**config.mk**
```make
export PLATFORM = sky130hd
export DESIGN_NAME = datapath_sequencer
export DESIGN_NICKNAME = d
export VERILOG_FILES = /design/src/rtl/datapath_sequencer.sv
export SDC_FILE = /design/constraint.sdc
export NUM_CORES = 1
export LEC_CHECK = 0
export CAP_MARGIN = 5
export CORE_MARGIN = 1
export CORE_UTILIZATION = 41
export DETAILED_ROUTE_END_ITERATION = 6
export PLACE_DENSITY_LB_ADDON = 0.12
export SLEW_MARGIN = 0
export SYNTH_ARGS = -nofsm -noshare
export SYNTH_HDL_FRONTEND = slang
export SYNTH_SLANG_ARGS = --single-unit
```
**constraint.sdc**
```tcl
create_clock -name clk -period 2.2 [get_ports clk]
set_clock_uncertainty 0.15 [all_clocks]
set_input_delay 0.22 -clock clk [delete_from_list [all_inputs] [get_ports clk]]
set_output_delay 0.22 -clock clk [all_outputs]
set_load 0.01 [all_outputs]
```
**src/rtl/datapath_sequencer.sv**
```systemverilog
// Multi-cycle controller for the register file / ALU datapath: accepts one decoded
// operation in WAIT and sequences register reads, ALU execute and writeback.
module datapath_sequencer #(
  parameter int unsigned REG_AW = 3
) (
  input  logic              clk,
  input  logic              reset,
  input  logic              s,
  input  logic [1:0]        mode,
  input  logic [REG_AW-1:0] rd,
  input  logic [REG_AW-1:0] rn,
  input  logic [REG_AW-1:0] rm,
  input  logic [1:0]        aluop_in,
  input  logic [1:0]        shift_in,
  output logic              w,
  output logic [REG_AW-1:0] readnum,
  output logic [REG_AW-1:0] writenum,
  output logic              write,
  output logic              loada,
  output logic              loadb,
  output logic              loadc,
  output logic              loads,
  output logic              asel,
  output logic              bsel,
  output logic              vsel,
  output logic [1:0]        aluop,
  output logic [1:0]        shift
);

  localparam logic [2:0] S_WAIT      = 3'd0;
  localparam logic [2:0] S_LOAD_A    = 3'd1;
  localparam logic [2:0] S_LOAD_B    = 3'd2;
  localparam logic [2:0] S_EXEC      = 3'd3;
  localparam logic [2:0] S_WRITE     = 3'd4;
  localparam logic [2:0] S_WRITE_IMM = 3'd5;

  localparam logic [1:0] M_ALU  = 2'b00;
  localparam logic [1:0] M_CMP  = 2'b01;
  localparam logic [1:0] M_IMM  = 2'b10;
  localparam logic [1:0] M_SHFT = 2'b11;

  logic [2:0]        state_q, state_d;
  logic [1:0]        mode_q, mode_d;
  logic [REG_AW-1:0] rd_q, rd_d;
  logic [REG_AW-1:0] rn_q, rn_d;
  logic [REG_AW-1:0] rm_q, rm_d;
  logic [1:0]        aluop_q, aluop_d;
  logic [1:0]        shift_q, shift_d;

  always_comb begin
    state_d = state_q;
    mode_d  = mode_q;
    rd_d    = rd_q;
    rn_d    = rn_q;
    rm_d    = rm_q;
    aluop_d = aluop_q;
    shift_d = shift_q;
    case (state_q)
      S_WAIT: begin
        if (s) begin
          mode_d  = mode;
          rd_d    = rd;
          rn_d    = rn;
          rm_d    = rm;
          aluop_d = aluop_in;
          shift_d = shift_in;
          case (mode)
            M_IMM:   state_d = S_WRITE_IMM;
            M_SHFT:  state_d = S_LOAD_B;
            default: state_d = S_LOAD_A;
          endcase
        end
      end
      S_LOAD_A:    state_d = S_LOAD_B;
      S_LOAD_B:    state_d = S_EXEC;
      S_EXEC:      state_d = (mode_q == M_CMP) ? S_WAIT : S_WRITE;
      S_WRITE:     state_d = S_WAIT;
      S_WRITE_IMM: state_d = S_WAIT;
      default:     state_d = S_WAIT;
    endcase
  end

  always_ff @(posedge clk or posedge reset) begin
    if (reset) begin
      state_q <= S_WAIT;
      mode_q  <= '0;
      rd_q    <= '0;
      rn_q    <= '0;
      rm_q    <= '0;
      aluop_q <= '0;
      shift_q <= '0;
    end else begin
      state_q <= state_d;
      mode_q  <= mode_d;
      rd_q    <= rd_d;
      rn_q    <= rn_d;
      rm_q    <= rm_d;
      aluop_q <= aluop_d;
      shift_q <= shift_d;
    end
  end

  // Moore outputs; reset forces WAIT and clears captured fields, so reset values fall out.
  always_comb begin
    w        = 1'b0;
    readnum  = '0;
    writenum = '0;
    write    = 1'b0;
    loada    = 1'b0;
    loadb    = 1'b0;
    loadc    = 1'b0;
    loads    = 1'b0;
    asel     = 1'b0;
    bsel     = 1'b0;
    vsel     = 1'b0;
    aluop    = aluop_q;
    shift    = shift_q;
    case (state_q)
      S_WAIT:   w = 1'b1;
      S_LOAD_A: begin
        readnum = rn_q;
        loada   = 1'b1;
      end
      S_LOAD_B: begin
        readnum = rm_q;
        loadb   = 1'b1;
      end
      S_EXEC: begin
        loadc = 1'b1;
        loads = 1'b1;
        if (mode_q == M_SHFT) begin
          asel  = 1'b1;
          aluop = 2'b00;
        end
      end
      S_WRITE: begin
        writenum = rd_q;
        write    = 1'b1;
      end
      S_WRITE_IMM: begin
        writenum = rd_q;
        write    = 1'b1;
        vsel     = 1'b1;
      end
      default: ;
    endcase
  end

endmodule

```
==> summary.md <==
| Metric | Value |
|---|---|
| Status | finished clean |
| Mapped Area | 898.4 um^2 |
| Max-cap violation count | 0 |
| Vias in the first global route | around 590 |
| R2r setup slk | roughly 420 ps |
| Initial antenna violation count | 0 |
| CP max FO | 7 |
| Core Area | approximately 2000 um^2 |
| Cts hold-fix bufs | 0 |
| Final ANT Viol Nets | 0 |
| Final instance area | ~1300 um^2 |
| Initial Util | between 40 and 50% |
| Filler instances | 160 |
| First-pass GRT wire length | 2.739 mm |
| Mapped Cells | roughly 70 |
| First DRT Iteration DRCs | 5 |
| I/O Pins | 37 |
| Rel. slew slack | a little over half |
| Syn Nets | 87 |
| Clk slew on worst S/H paths | ~100 ps |
| Critical R2R Capture | rn_q[0]$_DFFE_PP0P_ |
| Nets | about 130 |
| Synth Warn # | 0 |
| Total number of vias | ~670 |
| Port bufs | 35 |
| P per Cell Area | around 1400 nW/um^2 |
| Worst skew pair latency | 270 ps |
| Fraction of layout cells with a size suffix above 1 | about a third |
| Synth-to-layout area growth | 48.89% |
| Crit path DAT | around 1700 ps |
| Row count | 16 |
| Total GRT Usage | between 15 and 20% |
| DR WL/cell | between 10 and 15 um |
| Met1 usage | 20.82% |
| Vias per inst | slightly below 5 |
| Htree depth | 1 |
| Routing usage on met3 | 2.804% |
| Peak supply drop | between 600 and 700 uV |
| Largest net degree at the start of global routing | 19 |
| Endpoint class of the critical path | output pin |
| Final wirelength | about 1.7 mm |
| Global Route met2 Usage | about 24% |
| Slew Limit Fails | 0 |
| Synthesized flop and latch total | 18 |
| Area after detailed placement | ~1200 um^2 |
| CP startpoint | state_q[2]$_DFFE_PP0P_ |
| FF-to-FF path depth | 4 |
| Worst-Margin Slew | slightly below 700 ps |
| CTS tree | yes |
| Most common cell after layout, fill and taps aside | clkdlybuf4s50_1 |
| Detail Placement HPWL | 1.204 mm |
| Remaining Overflow, GRT | 0 |
| Die X | approximately 49 um |
| Non-filler cells, final | 138 |
| Die height | 48.81 um |
| Leak Pwr | 0.0005879 uW |
| Clock sink total | 18 |
| Clock Tree Buf Depth | 2 |
| Most frequent cells in the layout | clkdlybuf4s50_1 (34), dfrtp_1 (15), mux2_4 (9), buf_4 (9), mux2_2 (5) |
| Post-synthesis cell type count | 25 |
| Final setup fails | 0 |
| Remaining DRCs | 0 |
| TritonCTS Buffers | 3 |
| Fmax | 0.4731 GHz |
| Die area | approximately 2400 um^2 |
| Crit Path Class | flip-flop to output pin |
| Period minus WS final | roughly 2100 ps |
| Diode count | 0 |
| R2r startpoint | state_q[1]$_DFFE_PP0P_ |
| Overall power | 1822 uW |
| Clock root buffer | clkbuf_4 |
| CP Data Required Time | approximately 1800 ps |
| Crit share post-route | a little over nine tenths |
| Cells after DPL | 128 |
| Endpoints failing hold | 0 |
| Hold Path Class | input port to asynchronous set/reset pin |
| Syn avg cell area | ~13 um^2 |
| Seq/Total Area, Yosys | 50.14% |
| Setup crit start kind | flip-flop |
| Pre-antenna DRT Iters | 4 |
| Final RePlAce weighted congestion | 0.8516 |
| Crit path to | readnum[0] |
| Grt peak-use layer | met2 |
worst max-delay path: stages, from the launching register on:
cell             delay (ps)
dfrtp_2                 470
nor3b_1                 210
buf_4                   150
a22o_1                  120
clkdlybuf4s50_1         530
power by group:
| part | internal [uW] | switching, uW | total, uW | leakage [uW] |
|---|---|---|---|---|
| combinational | 673 | 364 | 1040 | 0.000363 |
| sequential | 507 | 125 | 632 | 0.000211 |
| clock | 63.3 | 90.0 | 153 | 0.0000138 |
flip-flops by register name (all words and copies together), names as in the netlist:
register / cells
rm_q: 3
rn_q: 3
mode_q: 2
aluop_q: 2
state_q: 3
shift: 2
rd_q: 3
synth_stat cells:
master / instances / area, um^2
dfrtp_1: 18 / 450.4
mux2_4: 9 / 135.1
mux2_2: 5 / 56.30
and2_1: 4 / 25.02
nand2_1: 4 / 15.01
a22o_1: 3 / 26.28
nor3b_1: 3 / 22.52
a21oi_1: 2 / 10.01
buf_4: 2 / 15.01
inv_1: 2 / 7.510
nor2b_1: 2 / 12.51
nor3_1: 2 / 10.01
a21o_1: 1 / 7.510
a311oi_1: 1 / 8.760
and2_4: 1 / 8.760
and2b_2: 1 / 8.760
buf_12: 1 / 20.02
buf_2: 1 / 5.000
buf_6: 1 / 11.26
conb_1: 1 / 3.750
nand3_1: 1 / 5.000
nor2_1: 1 / 3.750
nor3_4: 1 / 16.27
o21ai_0: 1 / 5.000
or4_2: 1 / 8.760
through the flow:
stage / utilization, % / worst slack (ps) / TNS, ps / hold WS (ps)
after floorplan: - / 492.6 / 0 / 8.570
after global placement: 62.25 / 302.8 / 0 / 330.5
after detailed placement: 62.25 / 276.0 / 0 / 341.2
after CTS: 63.56 / 30.20 / 0 / 201.4
after global routing: 66.81 / -2.516 / -2.516 / 270.6
final: 66.81 / 86.19 / 0 / 182.3
cell families (layout without fill, tap and decap cells):
family                 Yosys count  count (layout)  synth area share [%]
DFF                             18              18                 50.14
and+or+nand+nor                 21              21                 15.18
muxes                           14              14                 21.31
buffers and inverters            7              49                 6.545
other                            1               1                0.4174
AOI/OAI and AO/OA                8               8                 6.407
worst min path at each step:
stage                              to  slack, ps  depth (start not counted)
5_1_grt          shift[1]$_DFFE_PP0P_        270                          2
3_5_place_dp     shift[1]$_DFFE_PP0P_        340                          1
3_3_place_gp      rd_q[0]$_DFFE_PP0P_        330                          1
4_1_cts           rn_q[2]$_DFFE_PP0P_        200                          2
6_report          rd_q[0]$_DFFE_PP0P_        180                          2
2_1_floorplan  aluop_q[0]$_DFFE_PP0P_          9                          1
cell type report:
class                           instances  area, um^2  area share, %
Clock buffer                            3       22.52          1.684
Inverter                                2       7.507         0.5613
Sequential cell                        18       454.2          33.96
Tap cell                               27       33.78          2.526
Multi-Input combinational cell         44       399.1          29.84
Timing Repair Buffer                   44       420.4          31.43
metal layers:
| layer | vias up | share of wire, % |
|---|---|---|
| met5 | - | 0 |
| met4 | 0 | 0.76 |
| met3 | 2 | 5.0 |
| met2 | 26 | 50 |
| met1 | 316 | 44 |
| li1 | 323 | - |
timing repair:
action | CTS | global route
gates resized for setup | 3 | 3
pin swaps | 0 | 0
setup endpoints to repair | 3 | 6
buffers inserted | 0 | 7
Note: power is estimated with default switching activity, not from simulation.
